===== src/rtl/clk_rst_seq_pkg.sv =====
// Shared definitions for the clock/reset sequencer: FSM encoding, status
// counter width and a saturating increment helper.
package clk_rst_seq_pkg;

    localparam int STAT_W = 8;

    typedef enum logic [1:0] {
        PLL_RST   = 2'd0,
        WAIT_LOCK = 2'd1,
        RELEASE   = 2'd2,
        RUN       = 2'd3
    } seq_state_t;

    function automatic logic [STAT_W-1:0] sat_inc(input logic [STAT_W-1:0] v);
        return (v == {STAT_W{1'b1}}) ? v : v + 1'b1;
    endfunction

endpackage


===== src/rtl/clk_rst_seq_sync2.sv =====
// Two-flop synchroniser, parametrised width, synchronous reset to zero.
module sync2 #(
    parameter int W = 1
) (
    input  logic         clk,
    input  logic         rst,
    input  logic [W-1:0] d,
    output logic [W-1:0] q
);

    logic [W-1:0] meta;

    always_ff @(posedge clk) begin
        if (rst) begin
            meta <= '0;
            q    <= '0;
        end else begin
            meta <= d;
            q    <= meta;
        end
    end

endmodule


===== src/rtl/clk_rst_seq.sv =====
// PLL reset / lock-wait / staged reset release sequencer with timeout retry,
// lock-loss recovery and soft restart of the release stages.
module clk_rst_seq
    import clk_rst_seq_pkg::*;
#(
    parameter int N_OUT          = 4,
    parameter int PLL_RST_CYCLES = 16,
    parameter int LOCK_STABLE    = 256,
    parameter int LOCK_TIMEOUT   = 65535,
    parameter int STAGE_GAP      = 16,
    parameter int CNT_W          = 16
) (
    input  logic              clk,
    input  logic              rst,
    input  logic              pll_lock,
    input  logic              soft_req,
    output logic              pll_resetb,
    output logic [N_OUT-1:0]  rst_out,
    output logic              ready,
    output logic [STAT_W-1:0] retry_cnt,
    output logic [STAT_W-1:0] loss_cnt
);

    localparam int STG_W = (N_OUT > 1) ? $clog2(N_OUT) : 1;

    seq_state_t       state;
    logic [CNT_W-1:0] cnt;
    logic [CNT_W-1:0] stab;
    logic [STG_W-1:0] stg;
    logic             lock_s;
    logic             lock_d;
    logic             active;
    logic             lock_lost;

    sync2 #(.W(1)) u_lock_sync (
        .clk (clk),
        .rst (rst),
        .d   (pll_lock),
        .q   (lock_s)
    );

    assign active    = (state == RELEASE) || (state == RUN);
    // Two consecutive low samples filter single-cycle LOCK glitches.
    assign lock_lost = active && !lock_s && !lock_d;

    always_ff @(posedge clk) begin
        if (rst) begin
            state      <= PLL_RST;
            cnt        <= '0;
            stab       <= '0;
            stg        <= '0;
            lock_d     <= 1'b0;
            pll_resetb <= 1'b0;
            rst_out    <= '1;
            ready      <= 1'b0;
            retry_cnt  <= '0;
            loss_cnt   <= '0;
        end else begin
            lock_d <= lock_s;
            if (lock_lost) begin
                state      <= PLL_RST;
                cnt        <= '0;
                stab       <= '0;
                stg        <= '0;
                pll_resetb <= 1'b0;
                rst_out    <= '1;
                ready      <= 1'b0;
                loss_cnt   <= sat_inc(loss_cnt);
            end else if (soft_req && active) begin
                // Restart only the release stages; the PLL keeps running.
                state   <= RELEASE;
                cnt     <= '0;
                stg     <= '0;
                rst_out <= '1;
                ready   <= 1'b0;
            end else begin
                case (state)
                    PLL_RST: begin
                        if (cnt == CNT_W'(PLL_RST_CYCLES - 1)) begin
                            state      <= WAIT_LOCK;
                            cnt        <= '0;
                            stab       <= '0;
                            pll_resetb <= 1'b1;
                        end else begin
                            cnt <= cnt + 1'b1;
                        end
                    end
                    WAIT_LOCK: begin
                        stab <= lock_s ? stab + 1'b1 : '0;
                        // Stable lock takes precedence over a coincident timeout.
                        if (lock_s && stab == CNT_W'(LOCK_STABLE - 1)) begin
                            state <= RELEASE;
                            cnt   <= '0;
                            stg   <= '0;
                        end else if (cnt == CNT_W'(LOCK_TIMEOUT - 1)) begin
                            state      <= PLL_RST;
                            cnt        <= '0;
                            pll_resetb <= 1'b0;
                            retry_cnt  <= sat_inc(retry_cnt);
                        end else begin
                            cnt <= cnt + 1'b1;
                        end
                    end
                    RELEASE: begin
                        if (cnt == CNT_W'(STAGE_GAP - 1)) begin
                            rst_out[stg] <= 1'b0;
                            cnt          <= '0;
                            if (stg == STG_W'(N_OUT - 1)) begin
                                state <= RUN;
                                ready <= 1'b1;
                            end else begin
                                stg <= stg + 1'b1;
                            end
                        end else begin
                            cnt <= cnt + 1'b1;
                        end
                    end
                    default: ;
                endcase
            end
        end
    end

endmodule


===== config.mk =====
export PLATFORM = sky130hd
export DESIGN_NAME = clk_rst_seq
export DESIGN_NICKNAME = d
export VERILOG_FILES = /design/src/rtl/clk_rst_seq_pkg.sv /design/src/rtl/clk_rst_seq_sync2.sv /design/src/rtl/clk_rst_seq.sv
export SDC_FILE = /design/constraint.sdc
export NUM_CORES = 1
export LEC_CHECK = 0
export CORE_MARGIN = 5
export CORE_UTILIZATION = 50
export DETAILED_ROUTE_END_ITERATION = 8
export PLACE_DENSITY = 0.7
export SLEW_MARGIN = 40
export SYNTH_ARGS = -nofsm -noshare
export SYNTH_HDL_FRONTEND = slang
export SYNTH_HIERARCHICAL = 1
export SYNTH_SLANG_ARGS = --single-unit

===== constraint.sdc =====
create_clock -name clk -period 2.4 [get_ports clk]
set_input_delay 0.48 -clock clk [delete_from_list [all_inputs] [get_ports clk]]
set_output_delay 0.48 -clock clk [all_outputs]
set_load 0.05 [all_outputs]

==> results.sh <==
export IMPL_mostFrequentLayoutCells="60 x dfxtp_1, 41 x nor2_1, 27 x nand2_1"
export IMPL_required_ps=2670
export IMPL_tightest_slew_ps=706
export IMPL_synth_compound_area_share_pct=16.1
export IMPL_skew_ps=8.41
export IMPL_layout_commonest_cell="dfxtp_1"
export IMPL_end_kind="register"
export IMPL_finalCritPeriodShare_pct=96.1
export IMPL_placedCellCount=496
export IMPL_setup_viol=0
export IMPL_fin_cells=510
export IMPL_core_um2=6420
export IMPL_drc_errors=0
export IMPL_p_per_area_nw_per_um2=607
export IMPL_final_util_pct=61.3
export IMPL_netlist_area_um2=3330
export IMPL_startpoint_type="register"
export IMPL_power_leakage_uw=0.00129
export IMPL_dr_first_iter_drc_count=166
export IMPL_dr_total_vias=3022
export IMPL_synthTopCellsByArea="dfxtp_1 37%, ha_1 5.3%, nor2_1 4.6%, xnor2_1 3.9%, or4_1 3.8%"
export IMPL_fmax_mhz=434
export IMPL_drive_above_1_share_pct=12.2
export IMPL_synth_adder_area_share_pct=5.26
export IMPL_p_comb_share_pct=21.8
export IMPL_grtUsageTotal_pct=18.5
export IMPL_clock_latency_ps=340
export IMPL_status="finished clean"
export IMPL_ys_warn_count=6
export IMPL_p_seq_share_pct=45.1
export IMPL_design_area_um2=3940
export IMPL_drv_slew=0
export IMPL_ir_drop_uv=338
export IMPL_wl_mm=7.45
export IMPL_seq_area_frac_synth_pct=36.7
export IMPL_syn_to_final_growth_pct=18.1
export IMPL_synth_mux_area_share_pct=1.05
export IMPL_clkPwrFrac_pct=33.1
export IMPL_ys_flop_type="dfxtp_1"
export IMPL_grt_max_degree=25
export IMPL_max_cap_violations=0
export IMPL_synth_top_area_cell="dfxtp_1"
export IMPL_via_per_inst=5.93
export IMPL_overflow=0
export IMPL_intPower_uw=1660
export IMPL_post_dp_cell_area_um2=3760
export IMPL_ant_nets=0
export IMPL_async_flop_share_pct=0
export IMPL_nets=448
export IMPL_fin_setup_tns_ps=0
export IMPL_synth_cell_type_count=59
export IMPL_switching_share_pct=30.4
export IMPL_worstSetupPathType="reg -> reg"
export IMPL_start_util_pct=51.9
export IMPL_hold_viol=0
export IMPL_htree_levels=3
export IMPL_hold_ws_ps=440
export IMPL_rsz0062_at_grt="yes"
export IMPL_io_pins=26
export IMPL_first_pass_iters=5
export IMPL_path_max_fanout=24
export IMPL_cts_num_sinks=61
export IMPL_synth_nets=409
export IMPL_avgSynthCellArea_um2=8.52
export IMPL_num_rows=29
export IMPL_switching_power_uw=726
export IMPL_ctsHoldBuffers=0
export IMPL_synthCells=391
export IMPL_cts_setup_buffers=0
export IMPL_dieArea_um2=8390
export IMPL_yosysTopAreaCellShare_pct=36.7
export IMPL_layout_min_cycle_time_ps=2310
export IMPL_cts_repair_resized=0
export IMPL_clk_pin_slew_ps=70
export IMPL_die_w_um=91.6
export IMPL_min_path_type="reg -> reg"
export IMPL_ys_ff_latch=61
export IMPL_synth_top_family_by_area="simple AND/OR/NAND/NOR gates"
export IMPL_critPathArrivalTime_ps=2580
export IMPL_antenna_cells=0
export IMPL_antenna_found_initial=0
export IMPL_io_buffer_count=25
export IMPL_clock_tree_root_cell="clkbuf_8"
export IMPL_synth_edf_count=0
export IMPL_cts_buffers=9
export IMPL_routedWlPerCell_um=14.6
export IMPL_dp_hpwl_mm=5.32
export IMPL_die_h_um=91.6
export IMPL_grt_pass1_wl_mm=13.0
export IMPL_clockBufferDepth=2
export IMPL_cts_tree="built"
export IMPL_slew_headroom_pct=52.7
export IMPL_place_congestion=0.851
export IMPL_yosys_area_share_simple_pct=30.3
export IMPL_grt_pass1_vias=2843
export IMPL_yosys_area_share_xor_xnor_pct=6.31
[cell usage after synthesis, types with 5 or more instances]
| master | instances |
|---|---|
| and4_1 | 5 |
| xnor2_1 | 15 |
| nor3_1 | 8 |
| ha_1 | 14 |
| buf_2 | 7 |
| inv_1 | 17 |
| nor4_1 | 7 |
| nor2b_1 | 5 |
| nor2_1 | 41 |
| nand4_1 | 14 |
| nand3_1 | 21 |
| nand2_1 | 27 |
| dfxtp_1 | 61 |
| or4_1 | 17 |
| xor2_1 | 9 |
| o21ai_0 | 11 |
| a21oi_1 | 25 |
| o31ai_1 | 13 |
| or3_1 | 7 |
| clkbuf_1 | 9 |
| a21o_1 | 5 |
[state kept, by name (all words and copies together), names as in the netlist]
name              flops
cnt                  16
lock_d                1
loss_cnt              8
pll_resetb            1
ready                 1
retry_cnt             8
rst_out               4
stab                 16
state                 2
stg                   2
u_lock_sync/meta      1
u_lock_sync/q         1
[layer usage]
layer  routed length, µm  vias to the layer above  share of wire (%)  GRT usage [%]
met5                   0                        -                  0              0
met4                  96                        0                1.3           6.41
met3                 291                       10                3.9           5.24
met2                3430                       67                 46           29.2
met1                3620                     1417                 49           24.2
li1                    -                     1528                  -              -
[power groups by stage]
stage	clock network (µW)	registers [µW]	logic, µW
5_1_grt	869	1080	570
3_3_place_gp	0	1100	501
3_5_place_dp	0	1100	514
2_1_floorplan	0	1130	322
6_report	791	1080	520
4_1_cts	812	1080	517
[cell type report]
| class | instances | area, µm² |
|---|---|---|
| clock inverters | 2 | 10.0 |
| multi-input cells | 296 | 1990 |
| inverters | 17 | 63.8 |
| well taps | 77 | 96.3 |
| clock buffers | 12 | 155 |
| fillers | 570 | 2490 |
| flip-flops and latches | 61 | 1220 |
| repair buffers | 45 | 400 |
[final timing paths]
kind,startpoint,depth (start not counted),slack [ps],endpoint
max,cnt[0],6,90,stab[12]
max reg2reg,cnt[0],6,90,stab[12]
min reg2reg,u_lock_sync/meta,1,440,u_lock_sync/q
min,u_lock_sync/meta,1,440,u_lock_sync/q
[worst max-delay path: stages, from the launching register on]
cell and delay (ps):
dfxtp_1 340, ha_1 180, or4b_4 500, nor4_4 300
mux2i_4 250, or4_1 520, a21oi_1 150
[stage by stage]
step	power [µW]	setup WS, ps
after global routing	2520	-17.1
after CTS	2410	81.6
after detailed placement	1610	60.7
after global placement	1600	105
final	2390	93.5
after floorplan	1450	185
[logic make-up after synthesis]
kind of cell    Yosys count
simple gates            177
flops                    61
compound gates           78
mux                       3
fa+ha+maj                14
xor+xnor                 24
buf+inv                  34
(Power assumes the default switching activity.)
